### src/rtl/wishbone_data_bus_if.sv
// Bridges the core's single-cycle data-RAM port to a Wishbone B4 classic master.
// Optional bus timeout: define WB_TIMEOUT_EN.
module wishbone_data_bus_if #(
  parameter int DATA_W         = 32,
  parameter int ADDR_W         = 32,
  parameter int TIMEOUT_CYCLES = 255
) (
  input  logic                clk,
  input  logic                rst,
  input  logic [5:0]          stall_i,
  input  logic                flush_i,
  input  logic                cpu_ce_i,
  input  logic                cpu_we_i,
  input  logic [DATA_W/8-1:0] cpu_sel_i,
  input  logic [ADDR_W-1:0]   cpu_addr_i,
  input  logic [DATA_W-1:0]   cpu_data_i,
  output logic [DATA_W-1:0]   cpu_data_o,
  output logic                stallreq_o,
  input  logic [DATA_W-1:0]   wishbone_data_i,
  input  logic                wishbone_ack_i,
  output logic [ADDR_W-1:0]   wishbone_addr_o,
  output logic [DATA_W-1:0]   wishbone_data_o,
  output logic                wishbone_we_o,
  output logic [DATA_W/8-1:0] wishbone_sel_o,
  output logic                wishbone_stb_o,
  output logic                wishbone_cyc_o,
  output logic                bus_err_o
);

  localparam int SEL_W = DATA_W / 8;

  typedef enum logic [1:0] {
    IDLE           = 2'd0,
    BUSY           = 2'd1,
    WAIT_FOR_STALL = 2'd2
  } state_e;

  state_e              state_q, state_d;
  logic [DATA_W-1:0]   rd_buf_q, rd_buf_d;
  logic [ADDR_W-1:0]   addr_q, addr_d;
  logic [DATA_W-1:0]   wdata_q, wdata_d;
  logic                we_q, we_d;
  logic [SEL_W-1:0]    sel_q, sel_d;
  logic                stb_q, stb_d;
  logic                cyc_q, cyc_d;
  logic                timeout;

`ifdef WB_TIMEOUT_EN
  localparam logic [7:0] TO_LIMIT = 8'(TIMEOUT_CYCLES);

  logic [7:0] cnt_q, cnt_d;

  // Flush already aborts the access, so it masks the timeout.
  assign timeout = (state_q == BUSY) && !wishbone_ack_i &&
                   !flush_i && (cnt_q == TO_LIMIT);
`else
  assign timeout = 1'b0;
`endif

  always_comb begin
    state_d  = state_q;
    rd_buf_d = rd_buf_q;
    addr_d   = addr_q;
    wdata_d  = wdata_q;
    we_d     = we_q;
    sel_d    = sel_q;
    stb_d    = stb_q;
    cyc_d    = cyc_q;
`ifdef WB_TIMEOUT_EN
    cnt_d    = cnt_q;
`endif
    unique case (state_q)
      IDLE: begin
        if (cpu_ce_i && !flush_i) begin
          addr_d  = cpu_addr_i;
          wdata_d = cpu_data_i;
          we_d    = cpu_we_i;
          sel_d   = cpu_sel_i;
          stb_d   = 1'b1;
          cyc_d   = 1'b1;
          state_d = BUSY;
`ifdef WB_TIMEOUT_EN
          cnt_d   = 8'd0;
`endif
        end
      end
      BUSY: begin
        if (flush_i || wishbone_ack_i || timeout) begin
          addr_d  = '0;
          wdata_d = '0;
          we_d    = 1'b0;
          sel_d   = '0;
          stb_d   = 1'b0;
          cyc_d   = 1'b0;
          state_d = IDLE;
          rd_buf_d = '0;
          if (!flush_i && wishbone_ack_i) begin
            rd_buf_d = wishbone_data_i;
            if (stall_i != 6'd0) state_d = WAIT_FOR_STALL;
          end
        end
`ifdef WB_TIMEOUT_EN
        else begin
          cnt_d = cnt_q + 8'd1;
        end
`endif
      end
      WAIT_FOR_STALL: begin
        if (stall_i == 6'd0) state_d = IDLE;
      end
      default: state_d = IDLE;
    endcase
  end

  always_comb begin
    stallreq_o = 1'b0;
    cpu_data_o = '0;
    bus_err_o  = 1'b0;
    unique case (state_q)
      IDLE: stallreq_o = cpu_ce_i && !flush_i;
      BUSY: begin
        if (wishbone_ack_i) begin
          cpu_data_o = we_q ? '0 : wishbone_data_i;
        end else if (timeout) begin
          bus_err_o  = 1'b1;
          cpu_data_o = DATA_W'(32'hDEADBEEF);
        end else begin
          stallreq_o = 1'b1;
        end
      end
      WAIT_FOR_STALL: cpu_data_o = rd_buf_q;
      default: ;
    endcase
  end

  always_ff @(posedge clk) begin
    if (rst) begin
      state_q  <= IDLE;
      rd_buf_q <= '0;
      addr_q   <= '0;
      wdata_q  <= '0;
      we_q     <= 1'b0;
      sel_q    <= '0;
      stb_q    <= 1'b0;
      cyc_q    <= 1'b0;
`ifdef WB_TIMEOUT_EN
      cnt_q    <= 8'd0;
`endif
    end else begin
      state_q  <= state_d;
      rd_buf_q <= rd_buf_d;
      addr_q   <= addr_d;
      wdata_q  <= wdata_d;
      we_q     <= we_d;
      sel_q    <= sel_d;
      stb_q    <= stb_d;
      cyc_q    <= cyc_d;
`ifdef WB_TIMEOUT_EN
      cnt_q    <= cnt_d;
`endif
    end
  end

  assign wishbone_addr_o = addr_q;
  assign wishbone_data_o = wdata_q;
  assign wishbone_we_o   = we_q;
  assign wishbone_sel_o  = sel_q;
  assign wishbone_stb_o  = stb_q;
  assign wishbone_cyc_o  = cyc_q;

endmodule
### config.mk
export PLATFORM = sky130hd
export DESIGN_NAME = wishbone_data_bus_if
export DESIGN_NICKNAME = d
export VERILOG_FILES = /design/src/rtl/wishbone_data_bus_if.sv
export SDC_FILE = /design/constraint.sdc
export NUM_CORES = 1
export LEC_CHECK = 0
export ABC_CLOCK_PERIOD_IN_PS = 1600
export CAP_MARGIN = 30
export CORE_MARGIN = 1.5
export CORE_UTILIZATION = 36
export CTS_CLUSTER_DIAMETER = 150
export DETAILED_ROUTE_END_ITERATION = 8
export PLACE_DENSITY = 0.83
export SLEW_MARGIN = 10
export SYNTH_ARGS = -nofsm -noshare
export SYNTH_HDL_FRONTEND = slang
export SYNTH_SLANG_ARGS = --single-unit
### constraint.sdc
create_clock -name clk -period 1.6 [get_ports clk]
set_input_delay 0.48 -clock clk [delete_from_list [all_inputs] [get_ports clk]]
set_output_delay 0.48 -clock clk [all_outputs]
set_load 0.02 [all_outputs]
* After elaboration in Yosys (flattened, before gate mapping)
Index checks and enable logic that the tools add are counted.
** Operators by class
- Equal/unequal tests :: 5
- Reduce and logical (&&, ||, !) cells :: 11
- Multiplexer cells :: 25
** Operators by type and width (number)
- $mux 32 :: 6
- $pmux 32 s2 :: 3
- $mux 2 :: 5
- $mux 4 :: 2
- $pmux 4 s2 :: 1
- $logic_not 6->1 :: 1
- $ne 2x2->1 const B :: 3
- $pmux 1 s2 :: 3
- $pmux 2 s3 :: 1
- $reduce_and 3->1 :: 2
- $reduce_bool 6->1 :: 1
- $mux 1 :: 4
- $eq 2x1->1 const B :: 1
- $eq 2x2->1 const B :: 1
- $logic_and 1x1->1 :: 2
- $logic_not 2->1 :: 1
- $reduce_and 2->1 :: 1
- $reduce_bool 2->1 :: 1
- $logic_not 1->1 :: 1
- $logic_or 1x1->1 :: 1
** Word-level totals
- Logic and storage cells :: 48
- Output and inout port bits :: 105
- Register bits :: 104

* Depth between registers and ports, before layout
Gate-level depths: netlist (run 1).
- Depth in word-level cells :: 5
- Gate-level depth with buffers :: 8
- Gate-level depth less buffers :: 6

* Worst setup path before layout (run 1)
No wires, ideal clock.
- Kind :: reg-to-output
- Start :: reg state_q[1]
- End :: out cpu_data_o[16]
- Required time :: 1.120 ns
- Path slack :: -0.328 ns
- Cell stages (with the launch flop) :: 8
- Arrival time :: 1.448 ns
- Cell sequence :: dfxtp_1 -> inv_1 -> ha_1 -> nand2_1 -> nor2_1 -> buf_2 -> a22oi_1 -> nor2b_1
** On the way
- Longest elaborated chain between the ends :: 2
- Elaborated cells between the ends (all ways) :: 3
** RTL lines
- start: declaration :: RTL line 38 : state_e state_q, state_d;
- start signal: assignment :: RTL line 150 : state_q <= state_d;
- $eq 2x2->1 / $eq 2x1->1 (equally long branches) :: RTL line 119 : unique case (state_q)
- $pmux 32 s2 (*) :: RTL line 119
- end: declaration :: RTL line 17 : output logic [DATA_W-1:0] cpu_data_o,
Mark *: on every way between the ends. The rest lies on a longest branch, timed or not.

* Worst setup path after layout (run 1)
- Start :: reg state_q[1]
- End :: out cpu_data_o[1]
Same word-level chain as after synthesis.

==> impl_metrics.csv, run 1 <==
group,metric,value,unit
power,ir_drop,0.000753,V
logic_synthesis,synth-seq-area-share,50.0,%
timing,skew,0.00751,ns
floorplan,coreArea,0.0114,mm²
drt,vias,4953,
drt,via_per_inst,5.74,
clock_network,clk_pin_slew_worst_paths,0.07,ns
timing,slew_viol_final,0,
power,cellPowerDensity,1060,mW/mm²
worst_setup_path,r2r_setup_slack,-0.37,ns
logic_synthesis,synth_edf_count,0,
worst_setup_path,required,1.12,ns
floorplan,rows,39,
logic_synthesis,synth_cell_type_count,23,
floorplan,die_x,111,µm
worst_setup_path,crit_path_start,"state_q[1]$_SDFFE_PP0P_",
worst_setup_path,crit_cells,9,
logic_synthesis,synth_fp_nets,567,
logic_synthesis,ys.warnings.count,0,
drt,drt_first_pass_iters,5,
worst_setup_path,slowest_delay,0.33,ns
clock_network,cts_made_buffers,9,
clock_network,cts_tree,"done",
timing,finalHoldViolCount,0,
worst_setup_path,worst-path-max-fanout,6,
floorplan,initial_core_util,36.6,%
worst_setup_path,r2r_end,"wishbone_data_o[19]$_SDFFE_PP0P_",
clock_network,insertion_delay,0.34,ns
cells_and_area,layout-drive-gt1-share,37.1,%
worst_setup_path,end_kind,"output port",
drt,drt-initial-drc-count,385,
drt,ant_nets,0,
power,finalPower,0.00918,W
placement,dp_hpwl,9.45,mm
worst_setup_path,r2r_cells,13,
global_routing,antenna_found_initial,0,
logic_synthesis,synth-adder-area-share,0.902,%
drt,wl,18.5,mm
worst_setup_path,reg2reg_from,"state_q[1]$_SDFFE_PP0P_",
logic_synthesis,synth_top_family_by_area,"compound AO/OA/AOI/OAI gates",
logic_synthesis,synth_top_area_share,50.0,%
worst_setup_path,crit_path_end,"cpu_data_o[1]",
status,violations,"setup timing",
logic_synthesis,synthXorXnorAreaFrac,0,%
drt,wl_per_cell,21.4,µm
cells_and_area,postLayoutCoreUtil,76.5,%
timing,rsz0062_at_grt,"yes",
clock_network,hold_buffers,0,
logic_synthesis,yosysTopAreaCell,"dfxtp_1",
clock_network,clockBufferDepth,2,
logic_synthesis,synth_flop_cell,"dfxtp_1",
logic_synthesis,postSynth.asyncResetShare,0,%
worst_setup_path,crit_chain,"inv_2 -> ha_4 -> nand2_4 -> nor2_4 -> buf_6 -> buf_16 -> a22oi_2 -> nor2b_2 -> buf_6",
timing,finalSetupViolCount,106,
timing,post-route-period-util,139,%
placement,place_congestion,0.790,
logic_synthesis,yosys-top-cells-area,"dfxtp_1, a32oi_1, a22oi_1, nor2_1, nor2b_1",
placement,placed_cells,797,
clock_network,clock_sinks,104,
floorplan,pin_count,217,
cells_and_area,nNetsFinal,830,
logic_synthesis,synth_mux_area_share,0.240,%
cells_and_area,final_cells,863,
global_routing,overflow,0,
cells_and_area,nFillCells,691,
logic_synthesis,synth_seq_cells,104,
status,status,"complete, but fails checks",
power,power_leakage,3.48,nW
worst_setup_path,worst-path-buf-inv,4,
floorplan,fp.dieArea,0.0122,mm²
worst_setup_path,start_kind,"flip-flop",
clock_network,cts_root_buffer,"clkbuf_16",
hold_path,holdPathStages,2,
cells_and_area,postLayoutCellArea,0.00870,mm²
global_routing,grt_pass1_vias,4925,
logic_synthesis,synthCells,452,
global_routing,grt_max_degree,46,
worst_setup_path,crit_path_frequent_cell,"buf_6",
logic_synthesis,synth_compound_area_share,27.0,%
worst_setup_path,cp_slowest_cell,"dfxtp_2",
worst_setup_path,critPathKind,"reg -> out",
global_routing,groute.usage.overall,27.1,%
timing,holdWs,0.443,ns
cells_and_area,diodes,0,
placement,portBuffers,215,
logic_synthesis,synthSimpleGateAreaFrac,16.3,%
global_routing,grt_pass1_wl,26.4,mm
timing,fin_crit,2.23,ns
flow_run,cap_violations,0,
cells_and_area,syn_to_final_growth,109,%
worst_setup_path,cp.arrival,1.75,ns
worst_setup_path,crit_family,"buffers and inverters",
timing,fin_ws,-0.629,ns
timing,fmax,0.449,GHz
floorplan,fp.dieH,111,µm
placement,dpl_cell_area,0.00683,mm²
drt,drc,0,
logic_synthesis,avgSynthCellArea,9.21,µm²
logic_synthesis,netlist_area,0.00416,mm²
clock_network,htree_levels,3,
hold_path,hp-class,"in -> reg",
-- worst min-delay path by stage --
stage                                     startpoint                               end
finish                                           rst         rd_buf_q[16]$_SDFFE_PP0P_
floorplan                    state_q[1]$_SDFFE_PP0P_           state_q[1]$_SDFFE_PP0P_
CTS                                              rst         rd_buf_q[16]$_SDFFE_PP0P_
detailed placement  wishbone_data_o[17]$_SDFFE_PP0P_  wishbone_data_o[17]$_SDFFE_PP0P_
global route                                     rst          rd_buf_q[2]$_SDFFE_PP0P_
global placement    wishbone_addr_o[29]$_SDFFE_PP0P_  wishbone_addr_o[29]$_SDFFE_PP0P_
-- placed cells by master, fill, tap and decap left out, types with 2 or more instances in the layout --
cell and instances:
clkdlybuf4s50_1 108, nor2_1 102, dfxtp_1 102, dlygate4sd2_1 69, a32oi_2 42, buf_6 41
buf_4 35, a22oi_2 32, a22oi_1 32, a32oi_1 26, nor2b_2 22, buf_16 18
buf_12 18, clkbuf_16 17, nor2b_4 10, nand2b_1 4, ha_4 3, inv_2 2
nor2_4 2, or2_4 2, nand4b_1 2, nor2_2 2, clkbuf_8 2, clkbuf_2 2
buf_8 2
-- sequential cells by signal (all words and copies together) (netlist names) --
name and cells:
state_q 2, rd_buf_q 32, wishbone_sel_o 4, wishbone_data_o 32, wishbone_cyc_o 1, wishbone_we_o 1, wishbone_addr_o 32
-- per-layer routing --
metal	up-vias	routed length [µm]	GRT usage, %
met4	0	691	11.5
met5	-	0	0
met2	282	9750	48.1
met3	60	1360	7.79
met1	2389	6670	30.1
li1	2222	-	-
-- what timing repair did --
action | in CTS | in global routing
setup buffers | 13 | 13
gates resized for setup | 345 | 77
gates cloned | 22 | 8
endpoints found under the setup margin | 176 | 107
pin swaps | 61 | 50
-- cells in the mapped netlist (2+ instances only) --
library cell	instances
nor2b_1	32
a32oi_1	69
clkbuf_1	35
buf_4	2
buf_2	15
nand2_1	3
nand2b_1	5
a22oi_1	64
inv_1	2
nand4b_1	2
nor2_1	106
dfxtp_1	104
ha_1	3
-- kinds of logic after synthesis --
family,count (synthesis)
compound gates,138
simple gates,151
other cells,1
fa+ha+maj,3
flops,104
buf+inv,54
mux,1
-- stage by stage --
stage | setup slack, ns | TNS [ns]
after detailed placement | -1.12 | -90.33
final | -0.629 | -37.69
after floorplan | -0.0703 | -1.94
after global placement | -1.09 | -86.36
after CTS | -0.547 | -25.04
after global routing | -0.676 | -44.60
-- cell type report --
class                           count  area [µm²]  area share (%)
Clock inverter                      4        51.3           0.589
Multi-Input combinational cell    295        2590            29.8
Sequential cell                   104        2090            24.0
Clock buffer                       12         256            2.95
Timing Repair Buffer              303        3530            40.5
Tap cell                          143         179            2.06
Inverter                            2        7.51          0.0863
-- where the power goes --
group / leakage, nW / total (W) / switching, W / internal [W]
clock: 0.149 / 0.00226 / 0.000960 / 0.00130
sequential: 0.846 / 0.00297 / 0.000157 / 0.00281
combinational: 2.48 / 0.00395 / 0.00180 / 0.00214
total: 3.48 / 0.00918 / 0.00292 / 0.00626
Power figures use the tool's default switching activity.
==> inputs of run 2 (changes only) <==
--- a/config.mk
+++ b/config.mk
@@ -11,6 +11,7 @@
 export CORE_UTILIZATION = 36
 export CTS_CLUSTER_DIAMETER = 150
 export DETAILED_ROUTE_END_ITERATION = 8
+export MAX_ROUTING_LAYER = met4
 export PLACE_DENSITY = 0.83
 export SLEW_MARGIN = 10
 export SYNTH_ARGS = -nofsm -noshare
==> impl_metrics.csv, run 2 (synthesized netlist as in run 1, its figures left out) <==
group,metric,value,unit
status,status,"complete, but fails checks",
status,violations,"setup timing",
clock_network,cts_tree,"done",
cells_and_area,layout-drive-gt1-share,37.1,%
clock_network,hold_buffers,0,
drt,ant_nets,0,
clock_network,insertion_delay,0.34,ns
worst_setup_path,critPathKind,"reg -> out",
timing,post-route-period-util,141,%
cells_and_area,syn_to_final_growth,109,%
timing,fin_ws,-0.661,ns
cells_and_area,nFillCells,692,
drt,wl_per_cell,21.3,µm
placement,place_congestion,0.801,
worst_setup_path,crit_path_frequent_cell,"buf_6",
power,ir_drop,0.000743,V
timing,finalSetupTns,-37.15,ns
worst_setup_path,crit_family,"buffers and inverters",
global_routing,antenna_found_initial,0,
power,cellPowerDensity,1050,mW/mm²
hold_path,hp-class,"in -> reg",
clock_network,clk_pin_slew_worst_paths,0.07,ns
global_routing,grt_max_degree,46,
worst_setup_path,slowest_delay,0.32,ns
timing,slew_viol_final,0,
floorplan,initial_core_util,36.6,%
worst_setup_path,required,1.12,ns
placement,portBuffers,215,
timing,finalHoldViolCount,0,
cells_and_area,final_cell_mix,"clkdlybuf4s50_1, nor2_1, dfxtp_1, dlygate4sd2_1, a32oi_2",
timing,skew,0.00695,ns
floorplan,fp.dieArea,0.0122,mm²
floorplan,die_x,111,µm
worst_setup_path,worst-path-max-fanout,6,
worst_setup_path,worst-path-buf-inv,4,
floorplan,pin_count,217,
drt,vias,4910,
clock_network,clockBufferDepth,2,
timing,finalSetupViolCount,106,
timing,fmax,0.442,GHz
timing,rsz0062_at_grt,"yes",
worst_setup_path,cp.arrival,1.78,ns
global_routing,groute.usage.overall,27.8,%
clock_network,clock_sinks,104,
global_routing,overflow,0,
drt,drc,0,
worst_setup_path,cp_slowest_cell,"dfxtp_2",
power,power_leakage,3.48,nW
timing,holdWs,0.448,ns
worst_setup_path,start_kind,"flip-flop",
flow_run,cap_violations,0,
clock_network,htree_levels,3,
drt,wl,18.4,mm
floorplan,rows,39,
cells_and_area,final_common_cell,"clkdlybuf4s50_1",
drt,via_per_inst,5.69,
cells_and_area,diodes,0,
clock_network,cts_made_buffers,9,
global_routing,grt_pass1_wl,26.3,mm
timing,fin_crit,2.26,ns
cells_and_area,nNetsFinal,830,
drt,drt-initial-drc-count,432,
floorplan,fp.dieH,111,µm
cells_and_area,seqCellArea,0.00209,mm²
cells_and_area,multi_input_area,0.00259,mm²
worst_setup_path,crit_chain,"inv_2 -> ha_4 -> nand2_4 -> nor2_4 -> buf_6 -> buf_16 -> a22oi_2 -> nor2b_2 -> buf_6",
floorplan,coreArea,0.0114,mm²
clock_network,cts_root_buffer,"clkbuf_16",
global_routing,grt_pass1_vias,4945,
worst_setup_path,end_kind,"output port",
placement,dp_hpwl,9.45,mm
drt,drt_first_pass_iters,5,
-- run 2: metal layers --
metal	GRT usage (%)	part of all wire, %
met5	-	0
met4	11.5	3.3
met1	30.9	37
met3	6.64	6.3
met2	48.0	54
-- run 2: cell type report --
| type | count | share of cell area (%) |
|---|---|---|
| clock buffer | 12 | 2.95 |
| clock inverter | 4 | 0.589 |
| inverter | 2 | 0.0863 |
| multi-input combinational | 295 | 29.8 |
| sequential | 104 | 24.0 |
| tap | 143 | 2.06 |
| timing repair buffer | 303 | 40.5 |
-- run 2: power by group --
group | switching [W] | total, W | leakage, nW | internal [W]
sequential | 0.000156 | 0.00297 | 0.846 | 0.00281
clock | 0.000950 | 0.00225 | 0.149 | 0.00130
combinational | 0.00179 | 0.00392 | 2.48 | 0.00213
-- run 2: path summary, 6_finish.rpt --
path                               startpoint                          endpoint  slack [ns]  cells after the start
max                   state_q[1]$_SDFFE_PP0P_                     cpu_data_o[1]       -0.66                      9
min                                       rst         rd_buf_q[16]$_SDFFE_PP0P_        0.45                      2
max reg2reg           state_q[1]$_SDFFE_PP0P_  wishbone_data_o[19]$_SDFFE_PP0P_       -0.36                     13
min reg2reg  wishbone_data_o[17]$_SDFFE_PP0P_  wishbone_data_o[17]$_SDFFE_PP0P_        0.51                      2
-- run 2: timing repair --
action	in CTS	in global routing
gates cloned	22	8
endpoints found under the setup margin	176	107
resized for setup	345	77
buffers inserted	13	13
pin swaps	61	48
-- run 2: through the flow --
step / worst slack (ns) / total power [W] / utilization (%) / cells / instance area, µm²
floorplan: -0.0703 / 0.00431 / - / 452 / 4350
global placement: -1.09 / 0.00536 / 60.1 / 797 / 6830
detailed placement: -1.12 / 0.00543 / 60.1 / 797 / 6830
CTS: -0.547 / 0.00856 / 71.4 / 847 / 8120
global route: -0.718 / 0.00949 / 76.5 / 863 / 8700
finish: -0.661 / 0.00914 / 76.5 / 863 / 8700
